===== src/rtl/packet_word_packer.sv =====
// Packs a byte stream into 64-bit words, byte 0 in bits [63:56], with SOP/EOP/length/error marking.
// Define PACKER_LEN_CHECK_EN to truncate packets longer than MAX_LEN and drop the remainder.
module packet_word_packer #(
    parameter int unsigned MAX_LEN = 1518
) (
    input  logic        iClk,
    input  logic        iReset,
    input  logic        iValid,
    input  logic [7:0]  iByte,
    input  logic        iSop,
    input  logic        iEop,
    output logic        oValid,
    output logic [63:0] oPacket,
    output logic        oSop,
    output logic        oEop,
    output logic [7:0]  oByte_enable,
    output logic [15:0] oLength,
    output logic        oError
);

    if (MAX_LEN == 0 || MAX_LEN > 65535) begin : g_max_len_range
        $error("packet_word_packer: MAX_LEN must be in 1..65535");
    end

`ifdef PACKER_LEN_CHECK_EN
    localparam logic [15:0] MAX_LEN_W = 16'(MAX_LEN);
    typedef enum logic [1:0] {IDLE, ACCUM, DROP} state_t;
`else
    typedef enum logic [1:0] {IDLE, ACCUM} state_t;
`endif

    state_t      state_q, state_d;
    logic [63:0] data_q, data_d;
    logic [3:0]  lane_q, lane_d;
    logic [15:0] len_q, len_d;
    logic        first_q, first_d;
    logic        pend_q, pend_d;

    logic        valid_q, valid_d;
    logic [63:0] pkt_q, pkt_d;
    logic        sop_q, sop_d;
    logic        eop_q, eop_d;
    logic [7:0]  be_q, be_d;
    logic [15:0] olen_q, olen_d;
    logic        err_q, err_d;

    logic        start_v;
    logic [3:0]  lane_n;
    logic [15:0] len_n;
    logic [63:0] word_n;

    function automatic logic [7:0] lane_mask(input logic [3:0] n);
        return ~(8'hFF >> n);
    endfunction

    always_comb begin
        state_d = state_q;
        data_d  = data_q;
        lane_d  = lane_q;
        len_d   = len_q;
        first_d = first_q;
        pend_d  = 1'b0;
        valid_d = 1'b0;
        pkt_d   = '0;
        sop_d   = 1'b0;
        eop_d   = 1'b0;
        be_d    = '0;
        olen_d  = '0;
        err_d   = 1'b0;
        start_v = 1'b0;
        lane_n  = lane_q + 4'd1;
        len_n   = (len_q == 16'hFFFF) ? len_q : len_q + 16'd1;
        word_n  = data_q | ({iByte, 56'd0} >> {lane_q[2:0], 3'b000});

        // A 1-byte packet that collided with another output last cycle goes out now.
        if (pend_q) begin
            valid_d = 1'b1;
            pkt_d   = data_q;
            sop_d   = first_q;
            eop_d   = 1'b1;
            be_d    = lane_mask(lane_q);
            olen_d  = len_q;
            data_d  = '0;
            lane_d  = '0;
            len_d   = '0;
            first_d = 1'b0;
        end

        if (iValid) begin
            unique case (state_q)
                IDLE: start_v = iSop;
                ACCUM: begin
                    if (iSop) begin
                        valid_d = 1'b1;
                        pkt_d   = data_q;
                        sop_d   = first_q;
                        eop_d   = 1'b1;
                        be_d    = lane_mask(lane_q);
                        olen_d  = len_q;
                        err_d   = 1'b1;
                        start_v = 1'b1;
                    end
`ifdef PACKER_LEN_CHECK_EN
                    else if (len_q >= MAX_LEN_W) begin
                        valid_d = 1'b1;
                        pkt_d   = data_q;
                        sop_d   = first_q;
                        eop_d   = 1'b1;
                        be_d    = lane_mask(lane_q);
                        olen_d  = MAX_LEN_W;
                        err_d   = 1'b1;
                        data_d  = '0;
                        lane_d  = '0;
                        len_d   = '0;
                        first_d = 1'b0;
                        state_d = iEop ? IDLE : DROP;
                    end
`endif
                    else begin
                        data_d = word_n;
                        lane_d = lane_n;
                        len_d  = len_n;
                        if (lane_n == 4'd8 || iEop) begin
                            valid_d = 1'b1;
                            pkt_d   = word_n;
                            sop_d   = first_q;
                            eop_d   = iEop;
                            be_d    = lane_mask(lane_n);
                            olen_d  = iEop ? len_n : 16'd0;
                            data_d  = '0;
                            lane_d  = '0;
                            first_d = 1'b0;
                            if (iEop) begin
                                len_d   = '0;
                                state_d = IDLE;
                            end
                        end
                    end
                end
`ifdef PACKER_LEN_CHECK_EN
                DROP: begin
                    if (iSop)      start_v = 1'b1;
                    else if (iEop) state_d = IDLE;
                end
`endif
                default: state_d = IDLE;
            endcase
        end

        if (start_v) begin
            data_d  = {iByte, 56'd0};
            lane_d  = 4'd1;
            len_d   = 16'd1;
            first_d = 1'b1;
            state_d = ACCUM;
            if (iEop) begin
                state_d = IDLE;
                if (valid_d) begin
                    pend_d = 1'b1;
                end else begin
                    valid_d = 1'b1;
                    pkt_d   = {iByte, 56'd0};
                    sop_d   = 1'b1;
                    eop_d   = 1'b1;
                    be_d    = 8'h80;
                    olen_d  = 16'd1;
                    data_d  = '0;
                    lane_d  = '0;
                    len_d   = '0;
                    first_d = 1'b0;
                end
            end
        end
    end

    always_ff @(posedge iClk or negedge iReset) begin
        if (!iReset) begin
            state_q <= IDLE;
            data_q  <= '0;
            lane_q  <= '0;
            len_q   <= '0;
            first_q <= 1'b0;
            pend_q  <= 1'b0;
            valid_q <= 1'b0;
            pkt_q   <= '0;
            sop_q   <= 1'b0;
            eop_q   <= 1'b0;
            be_q    <= '0;
            olen_q  <= '0;
            err_q   <= 1'b0;
        end else begin
            state_q <= state_d;
            data_q  <= data_d;
            lane_q  <= lane_d;
            len_q   <= len_d;
            first_q <= first_d;
            pend_q  <= pend_d;
            valid_q <= valid_d;
            pkt_q   <= pkt_d;
            sop_q   <= sop_d;
            eop_q   <= eop_d;
            be_q    <= be_d;
            olen_q  <= olen_d;
            err_q   <= err_d;
        end
    end

    assign oValid       = valid_q;
    assign oPacket      = pkt_q;
    assign oSop         = sop_q;
    assign oEop         = eop_q;
    assign oByte_enable = be_q;
    assign oLength      = olen_q;
    assign oError       = err_q;

endmodule


===== config.mk =====
export PLATFORM = sky130hd
export DESIGN_NAME = packet_word_packer
export DESIGN_NICKNAME = d
export VERILOG_FILES = /design/src/rtl/packet_word_packer.sv
export SDC_FILE = /design/constraint.sdc
export NUM_CORES = 1
export LEC_CHECK = 0
export CAP_MARGIN = 20
export CORE_MARGIN = 10
export CORE_UTILIZATION = 57
export CTS_BUF_LIST = sky130_fd_sc_hd__clkbuf_4
export DETAILED_ROUTE_END_ITERATION = 16
export MAX_ROUTING_LAYER = met4
export PLACE_DENSITY = 0.82
export SYNTH_ARGS = -nofsm -noshare
export SYNTH_HDL_FRONTEND = slang
export SYNTH_SLANG_ARGS = --single-unit

===== constraint.sdc =====
create_clock -name iClk -period 2.4 [get_ports iClk]
set_input_delay 0.48 -clock iClk [delete_from_list [all_inputs] [get_ports iClk]]
set_output_delay 0.48 -clock iClk [all_outputs]
set_load 0.02 [all_outputs]

==> impl_metrics.json <==
{
  "grt_max_degree": 59,
  "first_global_vias": 6595,
  "io_buffers": 104,
  "setup_tns_ns": 0,
  "dp_cells": 1043,
  "synth_nets": 768,
  "place_ws_ns": 0.0184,
  "grt_usage": 0.252,
  "core_sq_um": 13300,
  "tightest_slew_ns": 0.579,
  "die_x_um": 137,
  "cts_buffer_depth": 2,
  "drt_pass1_iterations": 6,
  "worst_slack_ns": 0.221,
  "start_util": 0.585,
  "io_pins": 105,
  "h-tree-depth": 4,
  "num_antenna_cells": 0,
  "power_density_nw_per_um2": 596,
  "area_delta_synth_final_pct": 25.3,
  "dp_hpwl_um": 15900,
  "grt_pass1_wl_um": 35900,
  "finalCriticalPeriod_ns": 2.18,
  "path_max_fanout": 9,
  "synth_area_sq_um": 7780,
  "total_power_w": 0.00581,
  "reg2reg_from": "lane_q[1]",
  "post_cts_buffers": 0,
  "finalMaxSlewViolations": 0,
  "critPathKind": "register to register",
  "die_h_um": 137,
  "avgSynthCellArea_sq_um": 10.4,
  "grt_overflow": 0,
  "worstPathArrival_ns": 2.71,
  "rsz0062_at_grt": "false",
  "drt-total-wl_um": 22300,
  "status": "complete, no violations",
  "final_nets": 905,
  "cts_tree": "yes",
  "cts_root_buf": "clkbuf_4",
  "crit_chain": "ha_1 > buf_4 > nand2_1 > nor3_1 > nor2_1 > a21oi_2 > a22o_1",
  "cts_buffers": 17,
  "setup_violations": 0,
  "dr.first_iter.drc_count": 660,
  "async_reset_ff_frac": 1.00,
  "ys.flop_type": "dfrtp_1",
  "power_leakage_nw": 4.40,
  "cap_violations": 0,
  "synth_seq_cells": 179,
  "gp_congestion": 0.896,
  "die-area_sq_um": 18700,
  "critPathLaunchType": "register",
  "slowest_stage": "dfrtp_1",
  "num_vias": 6593,
  "ys_types": 63,
  "synth_edf_count": 0,
  "whs_ns": 0.396,
  "clk_pin_slew_worst_paths_ns": 0.16,
  "drcViolationCount": 0,
  "antenna_found_initial": 0,
  "endpoint_kind": "register",
  "yosysSeqAreaShare": 0.576,
  "ant_nets": 0,
  "wl_per_cell_um": 20.7,
  "slew_headroom": 0.614,
  "cts.sinks": 179,
  "fmax_ghz": 0.459,
  "final.setup_skew_ns": 0.0190,
  "via_per_inst": 6.13,
  "clk_latency_ns": 0.60,
  "rrSetupSlack_ns": 0.22,
  "critical-path-max-stage-delay_ns": 0.50,
  "path_buf_inv": 1,
  "postCtsResizedCells": 0,
  "yosys_warnings": 0,
  "path_delay_family": "compound AO/OA/AOI/OAI gates",
  "fin_cells": 1076,
  "hold_viol": 0,
  "fin_crit_sh": 0.908,
  "syn_inst": 750,
  "max-vdd-ir-drop_mv": 0.536,
  "hp-class": "input port to async pin",
  "drive_gt1_frac": 0.139,
  "timing.rr.end": "oPacket[62]",
  "r2r_cells": 7,
  "row_count": 42,
  "cp.required_ns": 2.93
}
timing repair:
action,CTS,global route
endpoints found under the setup margin,0,0
hold buffers,1,0
hold endpoints to repair,55,0
cell usage after synthesis, types with 3 or more instances:
| cell | number | area share |
|---|---|---|
| dfrtp_1 | 179 | 0.58 |
| a21oi_1 | 113 | 0.073 |
| nor2_1 | 94 | 0.045 |
| a22o_1 | 69 | 0.078 |
| clkbuf_1 | 41 | 0.020 |
| nand2_1 | 41 | 0.020 |
| o21ai_0 | 25 | 0.016 |
| buf_2 | 18 | 0.012 |
| nand3_1 | 15 | 0.0097 |
| nor3_1 | 14 | 0.0090 |
| a21o_1 | 10 | 0.0097 |
| and2_1 | 10 | 0.0080 |
| inv_1 | 9 | 0.0043 |
| nand4_1 | 9 | 0.0072 |
| o31ai_1 | 9 | 0.0087 |
| a31oi_1 | 7 | 0.0056 |
| and4_1 | 6 | 0.0068 |
| and3_1 | 5 | 0.0040 |
| ha_1 | 5 | 0.0080 |
| o22ai_1 | 5 | 0.0040 |
| or3_1 | 5 | 0.0040 |
| o21ai_1 | 4 | 0.0026 |
| buf_4 | 3 | 0.0029 |
| o21a_1 | 3 | 0.0029 |
kinds of logic after synthesis:
| group | after synthesis | share of synthesized area |
|---|---|---|
| AOI/OAI and AO/OA | 274 | 0.239 |
| xor gates and xnor gates | 1 | 0.00113 |
| muxes | 2 | 0.00257 |
| and+or+nand+nor | 215 | 0.131 |
| DFF | 179 | 0.576 |
| buffers and inverters | 74 | 0.0420 |
| adders and majority gates | 5 | 0.00804 |
routing by layer:
| layer | vias up | part of all wire | track usage | routed length, um |
|---|---|---|---|---|
| li1 | 2982 | - | - | - |
| met1 | 3247 | 0.43 | 0.326 | 9510 |
| met2 | 303 | 0.47 | 0.382 | 10500 |
| met3 | 61 | 0.074 | 0.0506 | 1640 |
| met4 | 0 | 0.029 | 0.100 | 650 |
| met5 | - | 0 | - | 0 |
placed cells by master, fill, tap and decap left out, types with 3 or more instances in the layout:
cell type and count:
clkbuf_4 17, dfrtp_1 179, o22ai_1 5, a21oi_1 113, inv_1 9, and2_1 10, bufinv_16 3, buf_12 5
nor2_1 94, o21ai_0 25, nor3_1 14, inv_6 4, nand2_1 41, clkdlybuf4s50_1 103, ha_1 5, o21a_1 3
o31ai_1 9, nand4_1 9, a21o_1 10, and3_1 5, a31oi_1 7, and4_1 6, or3_1 5, nand3_1 15
a22o_1 69, o21ai_1 4, inv_8 5, buf_4 72
power breakdown:
part	total, W	switching (W)	internal, W	leakage [nW]
registers	0.00314	0.0000553	0.00308	2.48
logic	0.000749	0.000471	0.000279	1.75
clock network	0.00192	0.00115	0.000776	0.180
total	0.00581	0.00167	0.00414	4.40
metrics by stage:
step / utilization / area [sq um]
after floorplan: - / 7780
after global placement: 0.707 / 9400
after detailed placement: 0.707 / 9400
after CTS: 0.733 / 9750
after global routing: 0.733 / 9750
final: 0.733 / 9750
area by class of cell:
| cell class | count | area [sq um] |
|---|---|---|
| Sequential cell | 179 | 4480 |
| Fill cell | 933 | 3550 |
| Inverter | 10 | 37.5 |
| Timing Repair Buffer | 182 | 1690 |
| Clock buffer | 17 | 128 |
| Clock inverter | 15 | 210 |
| Multi-Input combinational cell | 497 | 2980 |
| Tap cell | 176 | 220 |
worst max path at each step:
stage,start,to,slack [ns],cells past startpoint
2_1_floorplan,lane_q[1],oLength[9],0.32,8
3_3_place_gp,iSop,oPacket[39],0.09,7
3_5_place_dp,iSop,oPacket[50],0.02,7
4_1_cts,oPacket[7],oPacket[7],0.26,1
5_1_grt,len_q[1],oLength[11],0.07,6
6_report,lane_q[1],oPacket[62],0.22,7
registers in the layout, summed over array words and instances (netlist names):
| register | cells |
|---|---|
| lane_q | 4 |
| oLength | 16 |
| oError | 1 |
| state_q | 1 |
| oPacket | 64 |
| pend_q | 1 |
| oEop | 1 |
| oSop | 1 |
| data_q | 64 |
| first_q | 1 |
| len_q | 16 |
| oByte_enable | 8 |
| oValid | 1 |
Note: power is estimated with default switching activity, not from simulation.
